--- src/rtl/keyed_dupe_ring_fsm.sv ---
// Key-locked ring controller with duplicate (trojan) states.
// A ring of NUM_STATES one-hot core states. A +1 step out of lock point
// S(2k+1) with a wrong key[k] lands in duplicate D_k, which mimics its twin
// S(2k+2) on y but bumps a saturating trip counter. Once the counter reaches
// THRESH, a duplicate state's outputs are corrupted by the payload.
module keyed_dupe_ring_fsm #(
    parameter int                   NUM_STATES   = 16,
    parameter int                   NUM_KEYS     = 4,
    parameter logic [NUM_KEYS-1:0]  KEY_VALUE    = 4'b1010,
    parameter int                   THRESH       = 5,
    parameter int                   PAYLOAD_MODE = 0
) (
    input  logic                  clk,
    input  logic                  rst,
    input  logic [2:0]            x,
    input  logic [NUM_KEYS-1:0]   key,
    output logic [NUM_STATES-1:0] y
);

    localparam int IW = (NUM_STATES > 1) ? $clog2(NUM_STATES) : 1;
    localparam int KW = (NUM_KEYS > 1) ? $clog2(NUM_KEYS) : 1;
    localparam int CW = (THRESH > 0) ? $clog2(THRESH + 1) : 1;

    // State is a kind (core/duplicate) plus an index: ring position for
    // core states, lock-point number for duplicates.
    typedef enum logic {
        KIND_CORE = 1'b0,
        KIND_DUP  = 1'b1
    } kind_e;

    kind_e                  kind_q, kind_d;
    logic [IW-1:0]          idx_q, idx_d;
    logic [CW-1:0]          cnt_q, cnt_d;
    logic [NUM_STATES-1:0]  y_q, y_d;
    logic [NUM_STATES-1:0]  mask;
    logic [KW-1:0]          lk_sel;
    logic                   legal;
    int                     cur;
    int                     nxt;
    int                     pos;

    // Ring index of the core state that duplicate k imitates.
    function automatic int twin_of(input int k);
        int t;
        t = 2 * k + 2;
        if (t >= NUM_STATES) t = t - NUM_STATES;
        return t;
    endfunction

    // Next-state, trip counter and next registered output.
    always_comb begin
        kind_d = kind_q;
        idx_d  = idx_q;
        cnt_d  = cnt_q;
        y_d    = y_q;
        mask   = '0;
        lk_sel = '0;
        nxt    = 0;
        pos    = 0;
        legal  = (kind_q == KIND_CORE) ? (int'(idx_q) < NUM_STATES)
                                       : (int'(idx_q) < NUM_KEYS);
        cur    = (kind_q == KIND_CORE) ? int'(idx_q) : twin_of(int'(idx_q));

        if (!legal) begin
            kind_d = KIND_CORE;
            idx_d  = '0;
        end else if (x[2]) begin
            kind_d = KIND_CORE;
            idx_d  = '0;
        end else if (x[0]) begin
            nxt = cur + 1;
            if (nxt >= NUM_STATES) nxt = nxt - NUM_STATES;
            kind_d = KIND_CORE;
            idx_d  = IW'(nxt);
            // Only a +1 step taken from a core lock point S(2k+1) is guarded.
            if (kind_q == KIND_CORE && cur[0] && (cur >> 1) < NUM_KEYS) begin
                lk_sel = KW'(cur >> 1);
                if (key[lk_sel] != KEY_VALUE[lk_sel]) begin
                    kind_d = KIND_DUP;
                    idx_d  = IW'(cur >> 1);
                    if (int'(cnt_q) < THRESH) cnt_d = CW'(int'(cnt_q) + 1);
                end
            end
        end else if (x[1]) begin
            nxt = cur + 2;
            if (nxt >= NUM_STATES) nxt = nxt - NUM_STATES;
            kind_d = KIND_CORE;
            idx_d  = IW'(nxt);
        end

        // Output follows the next state; payload judged on the updated count.
        pos = (kind_d == KIND_CORE) ? int'(idx_d) : twin_of(int'(idx_d));
        mask[IW'(pos)] = 1'b1;
        y_d = mask;
        if (kind_d == KIND_DUP && int'(cnt_d) >= THRESH) begin
            y_d = (PAYLOAD_MODE == 0) ? '0 : ~mask;
        end
    end

    // State, counter and output registers; advance on the falling edge.
    always_ff @(negedge clk or posedge rst) begin
        if (rst) begin
            kind_q <= KIND_CORE;
            idx_q  <= '0;
            cnt_q  <= '0;
            y_q    <= NUM_STATES'(1);
        end else begin
            kind_q <= kind_d;
            idx_q  <= idx_d;
            cnt_q  <= cnt_d;
            y_q    <= y_d;
        end
    end

    assign y = y_q;

endmodule

--- config.mk ---
export PLATFORM = sky130hd
export DESIGN_NAME = keyed_dupe_ring_fsm
export DESIGN_NICKNAME = d
export VERILOG_FILES = /design/src/rtl/keyed_dupe_ring_fsm.sv
export SDC_FILE = /design/constraint.sdc
export NUM_CORES = 1
export LEC_CHECK = 0
export CAP_MARGIN = 20
export CORE_MARGIN = 2
export CORE_UTILIZATION = 35
export CTS_BUF_LIST = sky130_fd_sc_hd__clkbuf_4 sky130_fd_sc_hd__clkbuf_8
export DETAILED_ROUTE_END_ITERATION = 16
export GPL_ROUTABILITY_DRIVEN = 0
export PLACE_DENSITY = 0.55
export SLEW_MARGIN = 20
export SYNTH_ARGS = -nofsm -noshare
export SYNTH_HDL_FRONTEND = slang
export SYNTH_SLANG_ARGS = --single-unit
--- constraint.sdc ---
create_clock -name clk -period 3.4 [get_ports clk]
set_clock_uncertainty 0.05 [all_clocks]
set_input_delay 0.85 -clock clk [delete_from_list [all_inputs] [get_ports clk]]
set_output_delay 0.85 -clock clk [all_outputs]
set_load 0.005 [all_outputs]
=== Yosys cells after proc, flatten, opt, wreduce, memory -nomap -nowiden ===
Index checks and enable logic that the tools add are counted.

* Bits in registers: 24
* Input bits: 9
* Output and inout port bits: 16
* Word-level logic and storage cells: 62

* Add/sub/neg operators: 9
* $lt $le $gt $ge: 11
* Equality and inequality tests: 1
* Mux-type cells: 32
* Bitwise gates (word level): 1
* Reduce and logical (&&, ||, !) cells: 4

{| class="wikitable"
|+ Operator list
! cell !! number
|-
| 32-bit by 6-bit greater-or-equal comparator with 1-bit output, second input constant || 2
|-
| 32-bit 2-to-1 mux || 2
|-
| 4-bit 2-to-1 mux || 10
|-
| 32-bit by 2-bit adder with 32-bit output, second input constant || 1
|-
| 32-bit by 3-bit adder with 32-bit output, second input constant || 1
|-
| 31-bit by 3-bit less-than comparator with 1-bit output, second input constant || 1
|-
| 3-bit 2-to-1 mux || 6
|-
| 16-bit 2-to-1 mux || 1
|-
| 5-bit by 2-bit adder with 6-bit output, second input constant || 2
|-
| 6-bit by 5-bit greater-or-equal comparator with 1-bit output, second input constant || 2
|-
| 4-bit by 1-bit subtractor with 4-bit output, second input constant || 3
|-
| 1-bit 2-to-1 mux || 10
|-
| 6-bit by 5-bit subtractor with 7-bit output, second input constant || 1
|-
| 4-bit by 6-bit less-than comparator with 1-bit output, second input constant || 1
|-
| 1-bit binary-select mux with 2-bit select || 2
|-
| 1-bit demux with 4-bit select || 1
|-
| 4-bit by 1-bit greater-or-equal comparator with 1-bit output, second input constant || 1
|-
| 1-bit logical AND || 4
|-
| 4-bit by 3-bit less-than comparator with 1-bit output, second input constant || 1
|-
| 3-bit by 1-bit adder with 3-bit output, second input constant || 1
|-
| 3-bit greater-or-equal comparator, second input constant || 1
|-
| 2-bit by 3-bit less-than comparator with 1-bit output, second input constant || 1
|-
| 3-bit less-than comparator, second input constant || 1
|-
| 1-bit inequality test || 1
|-
| 1-bit inverter || 1
|}

=== Logic depth before layout (Yosys ltp) ===
* Depth after elaboration: 21
* Gate-level depth with buffers: 11
* Depth with buffers taken out: 11

==> out/summary.txt <==
Top_reg_cell synth -> dfrtn_1
Worst R2R Path Depth -> 10
# IOs -> 25
Via-to-Cell Ratio -> 4.96
DRT iter0 DRCs -> 56
GRT overflow -> 0
Clock buffer depth -> 2
Post-DRT Antenna Nets -> 0
FF-to-FF Start -> idx_q[1]
Final-report setup violation count -> 17
Hold slack -> 464 ps
H-tree depth -> 1
DPL Wire Length -> 2.63 mm
Max-slew violation count -> 0
Core Area -> 0.00394 mm^2
IO buf count -> 24
Die Ht -> 67.4 um
Crit end category -> flop
Sequential share of the synthesized area -> 42.8%
Total Routing Usage GR -> 17.6%
First-pass GRT wire length -> 6.07 mm
Worst path slowest cell -> a311o_1
CP max stage delay -> 300 ps
Clock root cell -> clkbuf_8
Yosys reg bits -> 24
Nets -> 217
Number of enable flip-flop cells after synthesis -> 0
Worst min path class -> flop to flop
Run status -> finished with violations
DRC viols -> 0
Area delta synth->final -> 55.2%
Mapped Area -> 0.00141 mm^2
Worst Path Max Fanout -> 3
Hold Crit Start -> cnt_q[1]
Die Span X -> 67.4 um
Failing checks -> setup timing
Yosys cell types -> 49
Reg-to-reg setup timing slack -> 250 ps
Arrival time worst endpoint -> 2740 ps
Lkg Pwr -> 1.05 nW
Critical Path Source Type -> primary input
Initial antenna violation count -> 0
Worst-path clk slew -> 50 ps
Maximum vdd drop -> 245 uV
Initial DRT Pass Iterations -> 4
Total power -> 0.982 mW
Clock Sinks -> 24
Asr flop ratio synth -> 100%
Starting density of the core -> 35.6%
Largest net degree at the start of global routing -> 15
Worst-Skew Late Latency -> 270 ps
Required @ worst endpoint -> 1760 ps
Post-Place Worst Slack -> -1640 ps
Kind of critical path -> primary input to flop
DR WL/cell -> 14.6 um
Vias in the first global route -> 1311
Fin worst setup slack -> -975 ps
Antenna cells -> 0
Mapped Avg Cell Area -> 10.4 um^2
Final wirelength -> 3.69 mm
WHS Path Cells -> 2
PwrDens -> 450 mW/mm^2
Cell Rows -> 23
Syn. warnings -> 0
Die area -> 0.00454 mm^2
Post-Syn Instances -> 135
CTS tree -> done
Max_cap viols -> 0
Final hold vios -> 0
Layout cell share with drive strength beyond 1 -> 51.5%
CP delay by family, top -> compound AO/OA/AOI/OAI gates
Worst flop-to-flop path endpoint -> y[4]
Vias -> 1249
Num CTS Buffers -> 3
Critical Path, Cell by Cell -> buf_6 > nor2b_4 > o2bb2ai_4 > nor3_2 > o2111a_1 > a311o_1 > ha_1 > nor2b_1 > o31ai_1 > o21ai_1 > nor3b_2
RSZ-0062 raised after global routing -> yes
WHS Endpoint -> cnt_q[1]
WP buf/inv -> 1
[power by group]
part / switching, mW / leakage [nW] / total (mW) / internal, mW
Clock: 0.0893 / 0.0410 / 0.248 / 0.159
Combinational: 0.183 / 0.701 / 0.366 / 0.183
Sequential: 0.0401 / 0.305 / 0.368 / 0.328
Total: 0.312 / 1.05 / 0.982 / 0.670
[through the flow]
| step | TNS, ps | util [%] | instances | area [um^2] |
|---|---|---|---|---|
| 6_report | -8450 | 55.3 | 252 | 2180 |
| 4_1_cts | -8510 | 55.3 | 253 | 2180 |
| 3_3_place_gp | -21060 | 49.1 | 239 | 1940 |
| 2_1_floorplan | -8360 | - | 142 | 1460 |
| 3_5_place_dp | -21340 | 49.1 | 239 | 1940 |
| 5_1_grt | -9710 | 55.3 | 252 | 2180 |
[cell type report]
class / count / area (um^2)
clock buffer: 3 / 41.3
timing repair buffer: 59 / 429
multi-input combinational: 104 / 975
inverter: 10 / 37.5
fill: 337 / 1760
clock inverter: 2 / 33.8
sequential: 24 / 602
tap: 50 / 62.6
[cells by family after synthesis]
logic type / after synthesis / synth area share [%]
other cells: 1 / 0.267
flops: 24 / 42.8
fa+ha+maj: 5 / 4.45
compound gates: 31 / 19.2
simple gates: 50 / 21.8
xor+xnor: 4 / 2.49
mux: 6 / 4.63
buf+inv: 14 / 4.27
[layer usage]
layer / share of wire (%) / wire length (um) / global-route usage, % / vias to the layer above
li1: - / - / - / 609
met1: 43 / 1570 / 21.0 / 614
met2: 53 / 1970 / 32.9 / 22
met3: 3.2 / 117 / 2.17 / 4
met4: 0.92 / 34 / 5.10 / 0
met5: 0 / 0 / 0 / -
[synth_stat cells, types with 2 or more instances]
cell	instances	area, um^2
nor2b_1	3	18.8
clkbuf_1	2	7.51
mux2i_1	4	40.0
o21ai_0	4	20.0
a211oi_1	2	15.0
nand3_1	4	20.0
dfrtn_1	23	576
and4bb_2	2	25.0
nor2_1	6	22.5
o211a_1	2	20.0
ha_1	5	62.6
o21ai_1	3	15.0
xnor2_1	4	35.0
nand2_1	10	37.5
a21oi_1	6	30.0
nor3b_1	2	15.0
nand2b_1	5	31.3
nor3_1	7	35.0
inv_1	11	41.3
[layout by cell type, fill, tap and decap left out, drive strengths merged, types with 2 or more instances in the layout]
| cell type | n |
|---|---|
| buf | 54 |
| dfrtn | 23 |
| inv | 11 |
| nand2 | 11 |
| nor3 | 9 |
| conb | 8 |
| nor2 | 7 |
| a21oi | 7 |
| o21ai | 7 |
| ha | 5 |
| nand2b | 5 |
| mux2i | 5 |
| xnor2 | 4 |
| clkbuf | 4 |
| nand3 | 4 |
| a211oi | 3 |
| nor3b | 3 |
| nor2b | 3 |
| and4bb | 2 |
| o211a | 2 |
| clkdlybuf4s15 | 2 |
| o31ai | 2 |
[flip-flops by register name, indices dropped and copies added, names as in the netlist]
register  cells
kind_q        1
idx_q         4
cnt_q         3
y            16
[repair_timing]
item | 4_1_cts | 5_1_grt
setup buffers | 10 | 0
hold buffers | 0 | 0
pin swaps | 13 | 4
endpoints found under the setup margin | 32 | 21
resized for setup | 121 | 6
gates cloned | 0 | 0
[tightest hold or removal path, cell delays in order (launching register included)]
cell and delay (ps):
dfrtn_1 460, o21ai_2 80, nand2_1 50
[worst max-delay path by stage]
stage	to	slack (ps)	cells past startpoint	from
5_1_grt	y[4]	-1060	11	key[0]
3_3_place_gp	y[6]	-1610	11	key[0]
2_1_floorplan	y[6]	-1060	9	key[1]
6_report	y[4]	-970	11	key[0]
4_1_cts	y[4]	-970	11	key[0]
3_5_place_dp	y[4]	-1640	11	key[1]
Power figures use the tool's default switching activity.
